`src/rtl/float2int_pkg.sv`:
```
// Shared types and sizes for the mini-float {E,M} to integer decoder.
// The integer width is derived from the exponent and mantissa widths and is never overridden.
package float2int_pkg;

  localparam int EW = 3;
  localparam int MW = 4;
  localparam int IW = MW + (1 << EW) - 1;

  typedef enum logic [1:0] {
    IDLE,
    SHIFT,
    DONE
  } state_e;

  typedef struct packed {
    logic [EW-1:0] e;
    logic [MW-1:0] m;
  } mini_float_t;

  // E == 0 is the denormal-like range, so only E != 0 requires a normalised mantissa.
  function automatic logic is_canonical(input logic [EW-1:0] e, input logic [MW-1:0] m);
    return (e == '0) || m[MW-1];
  endfunction

endpackage

```
`src/rtl/float2int_if.sv`:
```
// Input and output valid/ready channels of the float2int decoder.
// The master modport is the environment side and the slave modport is the decoder side.
interface float2int_if;

  logic                           in_valid;
  logic                           in_ready;
  logic [float2int_pkg::EW-1:0]   in_e;
  logic [float2int_pkg::MW-1:0]   in_m;
  logic                           out_valid;
  logic                           out_ready;
  logic [float2int_pkg::IW-1:0]   out_b;
  logic                           out_noncanon;

  modport master (
    output in_valid, in_e, in_m, out_ready,
    input  in_ready, out_valid, out_b, out_noncanon
  );

  modport slave (
    input  in_valid, in_e, in_m, out_ready,
    output in_ready, out_valid, out_b, out_noncanon
  );

endinterface

```
`src/rtl/float2int_shift_core.sv`:
```
// Accumulator/counter datapath: loads the mantissa, then shifts left once per cycle.
// With FLOAT2INT_BARREL_EN defined, the full M << E is loaded in one step.
module float2int_shift_core
  import float2int_pkg::*;
(
  input  logic          clk,
  input  logic          rst_n,
  input  logic          load_i,
  input  logic          shift_i,
  input  logic [EW-1:0] e_i,
  input  logic [MW-1:0] m_i,
  output logic [IW-1:0] acc_d_o,
  output logic          last_o
);

  logic [IW-1:0] acc_q, acc_d;
  logic [EW-1:0] cnt_q, cnt_d;

  // NOTE: every variable gets its hold value first, so no path leaves it unassigned and no latch appears.
  always_comb begin
    acc_d = acc_q;
    cnt_d = cnt_q;
    if (load_i) begin
`ifdef FLOAT2INT_BARREL_EN
      acc_d = IW'(m_i) << e_i;
`else
      acc_d = IW'(m_i);
`endif
      cnt_d = e_i;
    end else if (shift_i) begin
      acc_d = acc_q << 1;
      cnt_d = cnt_q - 1'b1;
    end
  end

  // NOTE: non-blocking assignments so every flop samples pre-edge values, matching the hardware.
  always_ff @(posedge clk) begin
    if (!rst_n) begin
      acc_q <= '0;
      cnt_q <= '0;
    end else begin
      acc_q <= acc_d;
      cnt_q <= cnt_d;
    end
  end

  assign acc_d_o = acc_d;
  assign last_o  = (cnt_q == EW'(1));

endmodule

```
`src/rtl/float2int_serial.sv`:
```
// Streaming mini-float {E,M} to integer decoder with valid/ready on both sides.
// Optional macro FLOAT2INT_BARREL_EN: single-cycle barrel shift, with no SHIFT state.
module float2int_serial
  import float2int_pkg::*;
(
  input  logic        clk,
  input  logic        rst_n,
  float2int_if.slave  io
);

  state_e        state_q;
  logic          out_valid_q;
  logic          noncanon_q;
  logic [IW-1:0] out_b_q;

  mini_float_t   in_word;
  logic          accept;
  logic          load_done;
  logic          last;
  logic [IW-1:0] acc_d;

  assign in_word  = '{e: io.in_e, m: io.in_m};
  // DONE can take a new word on the same edge that the current result retires.
  assign io.in_ready = (state_q == IDLE) || ((state_q == DONE) && io.out_ready);
  assign accept      = io.in_valid && io.in_ready;

`ifdef FLOAT2INT_BARREL_EN
  assign load_done = 1'b1;
`else
  assign load_done = (in_word.e == '0);
`endif

  float2int_shift_core u_core (
    .clk     (clk),
    .rst_n   (rst_n),
    .load_i  (accept),
    .shift_i (state_q == SHIFT),
    .e_i     (in_word.e),
    .m_i     (in_word.m),
    .acc_d_o (acc_d),
    .last_o  (last)
  );

  // NOTE: the reset sits inside the clocked block, so it is synchronous and takes effect only on a clock edge.
  always_ff @(posedge clk) begin
    if (!rst_n) begin
      state_q     <= IDLE;
      out_valid_q <= 1'b0;
      out_b_q     <= '0;
      noncanon_q  <= 1'b0;
    end else if (accept) begin
      noncanon_q <= !is_canonical(in_word.e, in_word.m);
      if (load_done) begin
        state_q     <= DONE;
        out_valid_q <= 1'b1;
        out_b_q     <= acc_d;
      end else begin
        state_q     <= SHIFT;
        out_valid_q <= 1'b0;
      end
    end else begin
      case (state_q)
        SHIFT: begin
          if (last) begin
            state_q     <= DONE;
            out_valid_q <= 1'b1;
            out_b_q     <= acc_d;
          end
        end
        DONE: begin
          if (io.out_ready) begin
            state_q     <= IDLE;
            out_valid_q <= 1'b0;
          end
        end
        default: ;
      endcase
    end
  end

  assign io.out_valid    = out_valid_q;
  assign io.out_b        = out_b_q;
  assign io.out_noncanon = noncanon_q;

endmodule

```
`src/flat_wrapper.sv`:
```
// flat-port wrapper written by rule: the top's interface ports become plain ports
module float2int_serial_flat import float2int_pkg::*;
  (clk, rst_n, io_in_valid, io_in_e, io_in_m, io_out_ready, io_in_ready, io_out_valid, io_out_b, io_out_noncanon);
  float2int_if io_i ();
  input  logic clk;
  input  logic rst_n;
  input wire logic [$bits(io_i.in_valid)-1:0] io_in_valid;
  input wire logic [$bits(io_i.in_e)-1:0] io_in_e;
  input wire logic [$bits(io_i.in_m)-1:0] io_in_m;
  input wire logic [$bits(io_i.out_ready)-1:0] io_out_ready;
  output wire logic [$bits(io_i.in_ready)-1:0] io_in_ready;
  output wire logic [$bits(io_i.out_valid)-1:0] io_out_valid;
  output wire logic [$bits(io_i.out_b)-1:0] io_out_b;
  output wire logic [$bits(io_i.out_noncanon)-1:0] io_out_noncanon;
  assign io_i.in_valid = io_in_valid;
  assign io_i.in_e = io_in_e;
  assign io_i.in_m = io_in_m;
  assign io_i.out_ready = io_out_ready;
  assign io_in_ready = io_i.in_ready;
  assign io_out_valid = io_i.out_valid;
  assign io_out_b = io_i.out_b;
  assign io_out_noncanon = io_i.out_noncanon;
  float2int_serial u_core (.clk(clk), .rst_n(rst_n), .io(io_i));
endmodule
```
`config.mk`:
```
export PLATFORM = sky130hd
export DESIGN_NAME = float2int_serial_flat
export DESIGN_NICKNAME = d
export VERILOG_FILES = /design/src/rtl/float2int_pkg.sv /design/src/rtl/float2int_if.sv /design/src/rtl/float2int_shift_core.sv /design/src/rtl/float2int_serial.sv /design/src/flat_wrapper.sv
export SDC_FILE = /design/constraint.sdc
export NUM_CORES = 1
export LEC_CHECK = 0
export CAP_MARGIN = 15
export CORE_UTILIZATION = 50
export DETAILED_ROUTE_END_ITERATION = 8
export HOLD_SLACK_MARGIN = 0.05
export PLACE_DENSITY = 0.77
export SYNTH_ARGS = -nofsm -noshare
export SYNTH_HDL_FRONTEND = slang
export SYNTH_SLANG_ARGS = --single-unit
```
`constraint.sdc`:
```
create_clock -name clk -period 1.9 [get_ports clk]
set_input_delay 0.285 -clock clk [delete_from_list [all_inputs] [get_ports clk]]
set_output_delay 0.285 -clock clk [all_outputs]
set_load 0.01 [all_outputs]
```
==> flow_summary.toml <==
[status]
status = "finished clean"

[die]
die_w_um = 52.9
ios = 25
core_area_um2 = 2450
die_area_um2 = 2800
chipHeight_um = 52.9
start_util = 0.529
rows = 18

[drt]
drtAntennaViolNets = 0
drtIter0Drc = 12
num_vias = 1012
drc_errors = 0
routedWlPerCell_um = 13.2
vias_per_cell = 5.30
firstDrtPassIters = 3
wl_mm = 2.53

[cts]
clock_latency_ps = 320
cts_buffers = 3
cts_root_buf = "clkbuf_4"
cts_setup_buffers = 0
clock_sinks = 27
clockBufferDepth = 2
cts.clk_slew.worst_paths_ps = 150
htreeDepth = 1
cts_tree = "built"
cts_resized = 2
cts-hold-fix-buffers = 0

[sta]
tightest_slew_ps = 392
hold_viol = 0
slew_headroom = 0.737
fin_setup_tns_ps = 0
finalSetupViolCount = 0
period_share = 0.949
finalCriticalPeriod_ps = 1800
layout_setup_ws_ps = 96.0
final_max_slew_viol_count = 0
finClkSkew_ps = 3.42
timing.fmax_mhz = 554
rsz0062_at_grt = "no"

[worst_hold_path]
min_path_type = "reg2reg"

[power]
p_switching_uw = 422
ir_drop_v = 0.000563
finalPower_mw = 1.31
combPwrFrac = 0.318
p_leak_nw = 0.642
internal-power_uw = 886
p_clk_frac = 0.190
powerDensity_nw_per_um2 = 812
seqPwrFrac = 0.492
p_sw_frac = 0.323

[placement]
place_ws_ps = 100
place.detailed.hpwl_mm = 1.96
io_buffers = 24
place.gp.congestion = 0.786

[worst_setup_path]
arrival_ps = 1520
worstSetupStartpointType = "register"
end_kind = "output pin"
worst-path-max-fanout = 6
critPathKind = "reg2out"
cp.required_ps = 1620

[synthesis]
syn-cell-area_um2 = 1300
synthDistinctLibCells = 35
yosys_warnings = 0
synth_edf_count = 0
ys.flop_type = "dfxtp_1"
synthesis.nets = 150
synth_area_per_cell_um2 = 9.68
synth_seq_cells = 27
netlist_instances = 134
ys_async_sr_fraction = 0
yosysSeqAreaShare = 0.417

[global_route]
grt_start_max_net_pins = 17
grt_usage = 0.211
antenna_found_initial = 0
grt_pass1_wl_mm = 4.33
overflow = 0
first_global_vias = 1006

[layout]
seq_area_um2 = 542
fillers = 219
nets = 178
mostFrequentLayoutCell = "dfxtp_1"
multi_input_area_um2 = 699
syn_to_final_growth_pct = 24.2
drive_above_1_share = 0.118
antennaDiodeCount = 0
layout_common_cells = "26 x dfxtp_1, 23 x clkdlybuf4s50_1, 19 x nand2_1"

[flow_run]
maxCapViolations = 0
==> power by group through the flow <==
stage	logic [mW]	clock network, mW	registers [mW]
after CTS	0.419	0.257	0.643
after global routing	0.460	0.275	0.650
final	0.415	0.249	0.644
after detailed placement	0.423	0	0.654
after floorplan	0.299	0	0.651
after global placement	0.412	0	0.652
==> stage by stage <==
stage | cells | instance area, um^2 | hold slack, ps | utilization
finish | 191 | 1610 | 475 | 0.656
global route | 191 | 1610 | 495 | 0.656
CTS | 191 | 1610 | 481 | 0.656
detailed placement | 187 | 1580 | 461 | 0.644
global placement | 187 | 1580 | 444 | 0.644
floorplan | 134 | 1300 | 430 | -
==> cell usage after synthesis, types with 2 or more instances <==
library cell   n  area share
nand2b_1       2      0.0096
o21ai_1        7       0.027
a21oi_1        2      0.0077
a21boi_0       3       0.017
nor2_1         6       0.017
ha_1           5       0.048
clkbuf_1       2      0.0058
o22ai_1        3       0.014
buf_2          4       0.015
a21boi_1       9       0.052
inv_1          5       0.014
dfxtp_1       27        0.42
o211a_1        5       0.039
nand2_1       19       0.055
mux2i_1       15        0.12
==> cell families (layout without fill, tap and decap cells) <==
kind of cell	Yosys count	in the layout	synth area share
buf+inv	12	39	0.0444
compound gates	38	38	0.228
fa+ha+maj	5	5	0.0482
mux	15	15	0.116
simple gates	35	35	0.134
xor+xnor	2	2	0.0135
flops	27	27	0.417
==> routing by layer <==
| layer | up-vias | part of all wire | track usage |
|---|---|---|---|
| li1 | 519 | - | - |
| met1 | 478 | 0.48 | 0.261 |
| met2 | 13 | 0.49 | 0.365 |
| met3 | 2 | 0.021 | 0.0259 |
| met4 | 0 | 0.0075 | 0.0833 |
| met5 | - | 0 | 0 |
==> sequential cells by signal, indices dropped and copies added (netlist names) <==
| register | flops |
|---|---|
| u_core.io.out_b | 11 |
| u_core.u_core.acc_q | 10 |
| u_core.u_core.cnt_q | 3 |
| u_core.io.out_noncanon | 1 |
| u_core.io.out_valid | 1 |
| u_core.state_q | 1 |
==> worst paths after layout <==
check                                            start  depth (start not counted)                   to  slack [ps]
worst min-delay path            u_core.u_core.acc_q[9]                          2  u_core.io.out_b[10]         470
worst max-delay path                 u_core.state_q[0]                          4          io_in_ready         100
worst max register to register       u_core.state_q[0]                          6   u_core.io.out_b[3]         310
worst min register to register  u_core.u_core.acc_q[9]                          2  u_core.io.out_b[10]         470
==> worst max-delay path, cell delays in order, from the launching register on <==
cell and delay [ps]:
dfxtp_1 370, inv_1 80, ha_1 220, a21o_4 250
dlygate4sd2_1 280
==> layout make-up <==
class                           count  area share
Timing Repair Buffer               30       0.176
Clock inverter                      1     0.00466
Tap cell                           30      0.0233
Sequential cell                    27       0.336
Clock buffer                        3      0.0140
Inverter                            5      0.0116
Multi-Input combinational cell     95       0.434
Note: power is estimated with default switching activity, not from simulation.
